$ cat config.mk
export PLATFORM = sky130hd
export DESIGN_NAME = ram_port_arbiter
export DESIGN_NICKNAME = d
export VERILOG_FILES = /design/src/rtl/ram_port_arbiter.sv
export SDC_FILE = /design/constraint.sdc
export NUM_CORES = 1
export LEC_CHECK = 0
export ABC_AREA = 1
export BUFFER_PORTS_ARGS = -buffer_cell sky130_fd_sc_hd__buf_2
export CORE_ASPECT_RATIO = 0.5
export CORE_UTILIZATION = 35
export CTS_CLUSTER_DIAMETER = 30
export DETAILED_ROUTE_END_ITERATION = 12
export PLACE_DENSITY_LB_ADDON = 0.05
export SLEW_MARGIN = 5
export SYNTH_ARGS = -nofsm -noshare
export SYNTH_HDL_FRONTEND = slang
export SYNTH_SLANG_ARGS = --single-unit
$ cat constraint.sdc
create_clock -name clk -period 1.3 [get_ports clk]
set_input_delay 0.26 -clock clk [delete_from_list [all_inputs] [get_ports clk]]
set_output_delay 0.26 -clock clk [all_outputs]
set_load 0.005 [all_outputs]
$ cat src/rtl/ram_port_arbiter.sv
// Two-master arbiter/sequencer for a shared single-port synchronous-read RAM port.
// Define KANADE32_ARB_ROUND_ROBIN_EN for round-robin tie-breaking; default is fixed m0 priority.
module ram_port_arbiter #(
    parameter int RD_LAT = 1
) (
    input  logic        clk,
    input  logic        reset_n,
    input  logic        m0_req,
    input  logic [31:0] m0_addr,
    input  logic        m0_wren,
    input  logic [3:0]  m0_byteen,
    input  logic [31:0] m0_wdata,
    output logic        m0_gnt,
    output logic        m0_rvalid,
    output logic [31:0] m0_rdata,
    input  logic        m1_req,
    input  logic [31:0] m1_addr,
    input  logic        m1_wren,
    input  logic [3:0]  m1_byteen,
    input  logic [31:0] m1_wdata,
    output logic        m1_gnt,
    output logic        m1_rvalid,
    output logic [31:0] m1_rdata,
    output logic [29:0] ram_address,
    output logic [3:0]  ram_byteena,
    output logic [31:0] ram_data,
    output logic        ram_wren,
    input  logic [31:0] ram_q,
    output logic        busy
);

    if (RD_LAT < 1 || RD_LAT > 4) begin : g_rd_lat_check
        $error("ram_port_arbiter: RD_LAT=%0d is outside the legal range 1..4", RD_LAT);
    end

    localparam logic [2:0] LAT_INIT = 3'(RD_LAT - 1);

    typedef enum logic [1:0] {
        IDLE  = 2'd0,
        ISSUE = 2'd1,
        WAIT  = 2'd2,
        RESP  = 2'd3
    } state_t;

    state_t      state;
    state_t      state_nxt;
    logic        owner;
    logic        win;
    logic        lat_wren;
    logic [2:0]  cnt;
    logic        any_req;
    logic        addr_lsb_unused;

    assign any_req         = m0_req | m1_req;
    assign addr_lsb_unused = ^{m0_addr[1:0], m1_addr[1:0]};

`ifdef KANADE32_ARB_ROUND_ROBIN_EN
    // last_gnt = 1 means m1 was granted last; reset value lets m0 win the first tie.
    logic last_gnt;

    always_comb begin
        if (m0_req && m1_req) win = ~last_gnt;
        else                  win = ~m0_req;
    end

    always_ff @(posedge clk or negedge reset_n) begin
        if (!reset_n)                    last_gnt <= 1'b1;
        else if (state == IDLE && any_req) last_gnt <= win;
    end
`else
    assign win = ~m0_req;
`endif

    always_ff @(posedge clk or negedge reset_n) begin
        if (!reset_n) state <= IDLE;
        else          state <= state_nxt;
    end

    always_comb begin
        state_nxt = state;
        case (state)
            IDLE:    if (any_req) state_nxt = ISSUE;
            ISSUE:   state_nxt = lat_wren ? RESP : WAIT;
            WAIT:    if (cnt == 3'd0) state_nxt = RESP;
            RESP:    state_nxt = IDLE;
            default: state_nxt = IDLE;
        endcase
    end

    // Transaction latch, latency counter and per-master read-data capture.
    always_ff @(posedge clk or negedge reset_n) begin
        if (!reset_n) begin
            owner       <= 1'b0;
            lat_wren    <= 1'b0;
            cnt         <= 3'd0;
            ram_address <= '0;
            ram_byteena <= '0;
            ram_data    <= '0;
            m0_rdata    <= '0;
            m1_rdata    <= '0;
        end else begin
            case (state)
                IDLE: begin
                    if (any_req) begin
                        owner <= win;
                        if (win) begin
                            ram_address <= m1_addr[31:2];
                            lat_wren    <= m1_wren;
                            ram_byteena <= m1_wren ? m1_byteen : 4'hF;
                            ram_data    <= m1_wdata;
                        end else begin
                            ram_address <= m0_addr[31:2];
                            lat_wren    <= m0_wren;
                            ram_byteena <= m0_wren ? m0_byteen : 4'hF;
                            ram_data    <= m0_wdata;
                        end
                    end
                end
                ISSUE: cnt <= LAT_INIT;
                WAIT: begin
                    if (cnt == 3'd0) begin
                        if (owner) m1_rdata <= ram_q;
                        else       m0_rdata <= ram_q;
                    end else begin
                        cnt <= cnt - 3'd1;
                    end
                end
                default: ;
            endcase
        end
    end

    always_comb begin
        m0_gnt    = 1'b0;
        m1_gnt    = 1'b0;
        m0_rvalid = 1'b0;
        m1_rvalid = 1'b0;
        ram_wren  = 1'b0;
        busy      = (state != IDLE);
        case (state)
            ISSUE: begin
                m0_gnt   = ~owner;
                m1_gnt   = owner;
                ram_wren = lat_wren;
            end
            RESP: begin
                m0_rvalid = ~owner;
                m1_rvalid = owner;
            end
            default: ;
        endcase
    end

endmodule
After elaboration in Yosys (flattened, before gate mapping)
Index checks and enable logic that the tools add are counted.
- bits in registers: 137
- bits of input ports: 174
- output and inout port bits: 136
- word-level logic and storage cells: 45
- $add $sub $neg: 1
- eq/ne operators: 6
- multiplexer cells: 17
- bitwise operators: 3
- reduce and logical (&&, ||, !) cells: 9
- operators with widths (cell ; number):
    32-bit two-way mux ; 1
    30-bit two-way mux ; 1
    4-bit two-way mux ; 3
    2-bit one-hot mux with 4 select lines ; 1
    1-bit two-way mux ; 7
    2-bit inequality test (second input constant) ; 3
    3-bit one-hot mux with 2 select lines ; 1
    2-bit AND reduction ; 3
    3-bit AND reduction ; 2
    2-bit == test (second input constant) ; 2
    2-bit two-way mux ; 2
    2-bit nonzero test ; 2
    3-bit zero test ; 1
    3-bit two-way mux ; 1
    3-bit by 1-bit subtractor with 3-bit output (second input constant) ; 1
    2-bit by 1-bit == test with 1-bit output (second input constant) ; 1
    2-bit zero test ; 1
    1-bit NOT ; 2
    1-bit OR ; 1

Depth between registers and ports, before layout
- depth after elaboration: 3
- depth in mapped cells: 9
- mapped depth without buffers: 8

Worst setup path after synthesis
Ideal clock, no wire load.
- path type: register to register
- from: reg cnt[0]
- to: reg m0_rdata[10]
- library setup time: 126 ps
- data arrival time: 1286 ps
- required time: 1174 ps
- setup slack: -112 ps
- cell stages (with the launch flop): 10
- path buffers: 1
- period minus slack after synthesis: 1412 ps
- path through: dfrtp_1 inv_1 ha_1 ha_1 inv_1 nor2_1 nand2_2 buf_2 nand2_1 o21ai_0
- cells in the longest elaborated chain, start to end: 2
- ends and longest elaborated chain (what ; line ; RTL):
    start, declared ; 50 ; logic [2:0] cnt;
    start signal, assigned ; 125 ; cnt <= cnt - 3'd1;
    3-bit zero test ; 121 ; if (cnt == 3'd0) begin
    3-bit AND reduction (no source line) ; -- ;
    end signal, assigned ; 123 ; else m0_rdata <= ram_q;
    end, declared ; 15 ; output logic [31:0] m0_rdata,
No other way between the ends.
A chain may end at the register's enable or synchronous reset.

Final worst setup path
- from: reg state[0]
- to: out m0_gnt
- cells in the longest elaborated chain, start to end: 2
- ends and longest elaborated chain (what ; line ; RTL):
    start, declared ; 45 ; state_t state;
    start signal, assigned ; 76 ; else state <= state_nxt;
    2-bit by 1-bit == test with 1-bit output ; 140 ; case (state)
    1-bit two-way mux ; 140 ;
    end, declared ; 13 ; output logic m0_gnt,
No other way between the ends.

==> results.ini <==
[layout]
syn2layout_area_growth_pct=72.4
drive_gt1_frac=0.528
finalNetCount=1348
post-route-util=0.635
final_area_um2=10700
diodes=0
stdcell_count=1407

[routing]
dr_total_vias=6314
drc_errors=0
postRouteAntennaNets=0
drt_wl_total_um=20700
avgViaCountPerCell=4.49
drt_iter0_markers=174
avgRoutedWirePerCell_um=14.7
first_pass_iters=4

[worst_setup_path]
start_kind=flop
critPathRequiredTime_ns=1.04
cp.arrival_ns=1.34
crit_path_cell_trace=buf_6 -> ha_4 -> inv_2 -> nor2_1 -> buf_2
critPathMaxStageDelay_ns=0.41
cp_slowest_cell=dfrtp_1
crit_buf_inv=3
r2r-start=state[1]$_DFFE_PN0P_
critical_path_class=reg2out
crit_path_end_kind=primary output
crit_family=flip-flops
crit_fanout=4
crit_path_start=state[0]$_DFFE_PN0P_
r2r_slack_ns=-0.26

[global_route]
gr-total-overflow=0
grt_antenna_before_repair=0
grt_pass1_vias=6129
grt_max_degree=47
grt_pass1_wl_um=31500
grt_usage=0.226

[sta]
fin_ws_ns=-0.299
timing.final.crit_share=1.23
hold_viol=0
slew-limit-headroom=0.702
max_freq_ghz=0.625
setup_viol=142
skew_ns=0.0107
rsz0062_at_grt=yes
tightest_slew_ns=0.446
drv_slew=0
min_period_ns=1.60

[power]
cellPowerDensity_nw_per_um2=2390
total_power_mw=25.5
ir_worst_vdd_v=0.00103
p_leak_nw=6.16

[yosys]
synth.most_common_cell=nand2_1
synth_commonest_cells=nand2_1 (469), dfrtp_1 (137), o21ai_0 (67)
synthTopCellsByArea=dfrtp_1 (55%), nand2_1 (28%), o21ai_0 (5.4%), inv_1 (3.3%), buf_2 (1.9%)
synth_seq_cells=137
seq_area_frac_synth=0.553
syn_nets=982
yosysWarnings=0
syn-mean-instance-area_um2=7.74
netlist_instances=801
async_reset_ff_frac=1.00
synthDistinctLibCells=20
syn_area_um2=6200
synth_top_area_frac=0.553
ys.flop_type=dfrtp_1
yosysTopAreaCell=dfrtp_1
synth_edf_count=0

[placed_design]
dp_cells=1320
gp_congestion=0.773
io_buffers=305
dpl_cell_area_um2=8220
dp_hpwl_um=12500
pre_cts_ws_ns=-0.0955

[floorplan]
die_w_um=190
core_area_um2=16800
pin_count=310
rows=33
start_util=0.368
fp.dieH_um=96.1
dieArea_um2=18300

[status]
status=complete, but fails checks
violations=negative setup slack

[clock_tree]
numCtsBuffers=17
clockBufferDepth=2
cts_htree_levels=4
root_buffer=clkbuf_16
clock_latency_ns=0.41
cts_tree=yes
clock-sinks=137
clk_pin_slew_ns=0.07

[hold_path]
min-delay-start=ram_q[23]
worstHoldPathType=in2reg

[flow_run]
drv_cap=0

layout by cell type, fill, tap and decap left out:
master	netlist	layout
inv_2	2	7
nand3_4	0	1
inv_8	0	2
ha_1	7	1
buf_6	5	16
clkinvlp_4	0	1
inv_1	55	48
nand2_2	1	104
nor2_4	2	3
nand2_1	469	315
dfrtp_1	137	137
nor2_1	7	5
o21ai_0	67	25
clkbuf_16	0	20
ha_4	0	6
bufinv_16	0	4
buf_4	3	19
a21oi_1	1	1
nor2_2	0	1
buf_12	0	28
o21bai_1	2	2
nand3_2	1	4
inv_6	0	4
buf_16	0	15
dlygate4sd3_1	0	1
buf_8	0	2
buf_2	24	303
o21ai_1	1	18
nand2_8	0	1
o21ai_2	0	25
clkbuf_1	6	1
inv_4	0	2
nand3_1	7	3
nand2_4	0	50
clkinv_4	0	3
o21ai_4	1	2
flip-flops by register name, indices dropped and copies added (netlist names), 2 cells and up:
signal / flops
ram_data: 32
ram_byteena: 4
cnt: 3
ram_address: 30
m0_rdata: 32
state: 2
m1_rdata: 32
routing by layer:
metal,up-vias,part of all wire,GRT usage
met3,15,0.052,0.0503
met2,177,0.49,0.395
met5,-,0,0
li1,3180,-,-
met4,0,0.0085,0.0593
met1,2942,0.45,0.285
worst paths after layout:
path	endpoint	depth (start not counted)
min in group asynchronous	m0_rdata[4]$_DFFE_PN0P_	2
worst max-delay path	m0_gnt	5
worst min register to register	ram_address[19]$_DFFE_PN0P_	2
worst max register to register	ram_address[25]$_DFFE_PN0P_	10
max in group asynchronous	m0_rdata[29]$_DFFE_PN0P_	3
worst min-delay path	m0_rdata[23]$_DFFE_PN0P_	3
logic make-up (layout without fill, tap and decap cells):
group,count (synthesis),after routing,share of synthesized area
AO/OA/AOI/OAI,72,73,0.0607
adder cells (fa/ha/maj),7,7,0.0141
buffers and inverters,98,476,0.0726
AND/OR/NAND/NOR,487,487,0.300
flip-flops,137,137,0.553
through the flow:
step / TNS [ns] / hold WS, ns
2_1_floorplan: -0.0776 / -0.0356
4_1_cts: -25.78 / 0.0846
6_report: -26.35 / 0.102
3_5_place_dp: -5.96 / 0.145
5_1_grt: -36.28 / 0.0986
3_3_place_gp: -4.07 / 0.144
worst reg2reg max path: cells and delay by family (launching register included):
| kind | cells | cell delay [ns] |
|---|---|---|
| buffers and inverters | 6 | 0.68 |
| DFF | 1 | 0.41 |
| adders and majority gates | 1 | 0.16 |
| and+or+nand+nor | 3 | 0.24 |
cell type report:
class	instances	area [µm²]
clock inverter	14	211
sequential	137	3430
timing repair buffer	387	2930
tap	227	284
clock buffer	18	429
fill	1467	6150
multi-input combinational	567	3200
inverter	57	219
power by group:
group	leakage (nW)	internal [mW]	switching [mW]
Clock	0.310	3.28	2.02
Combinational	4.16	6.57	6.04
Sequential	1.70	6.32	1.32
Total	6.16	16.2	9.38
timing repair:
action	CTS	global route
endpoints found under the setup margin	131	143
endpoints found under the hold margin	19	0
pin swaps	28	45
resized for setup	135	181
cloned	23	3
setup buffers	26	16
hold buffers	1	0
(Power assumes the default switching activity.)
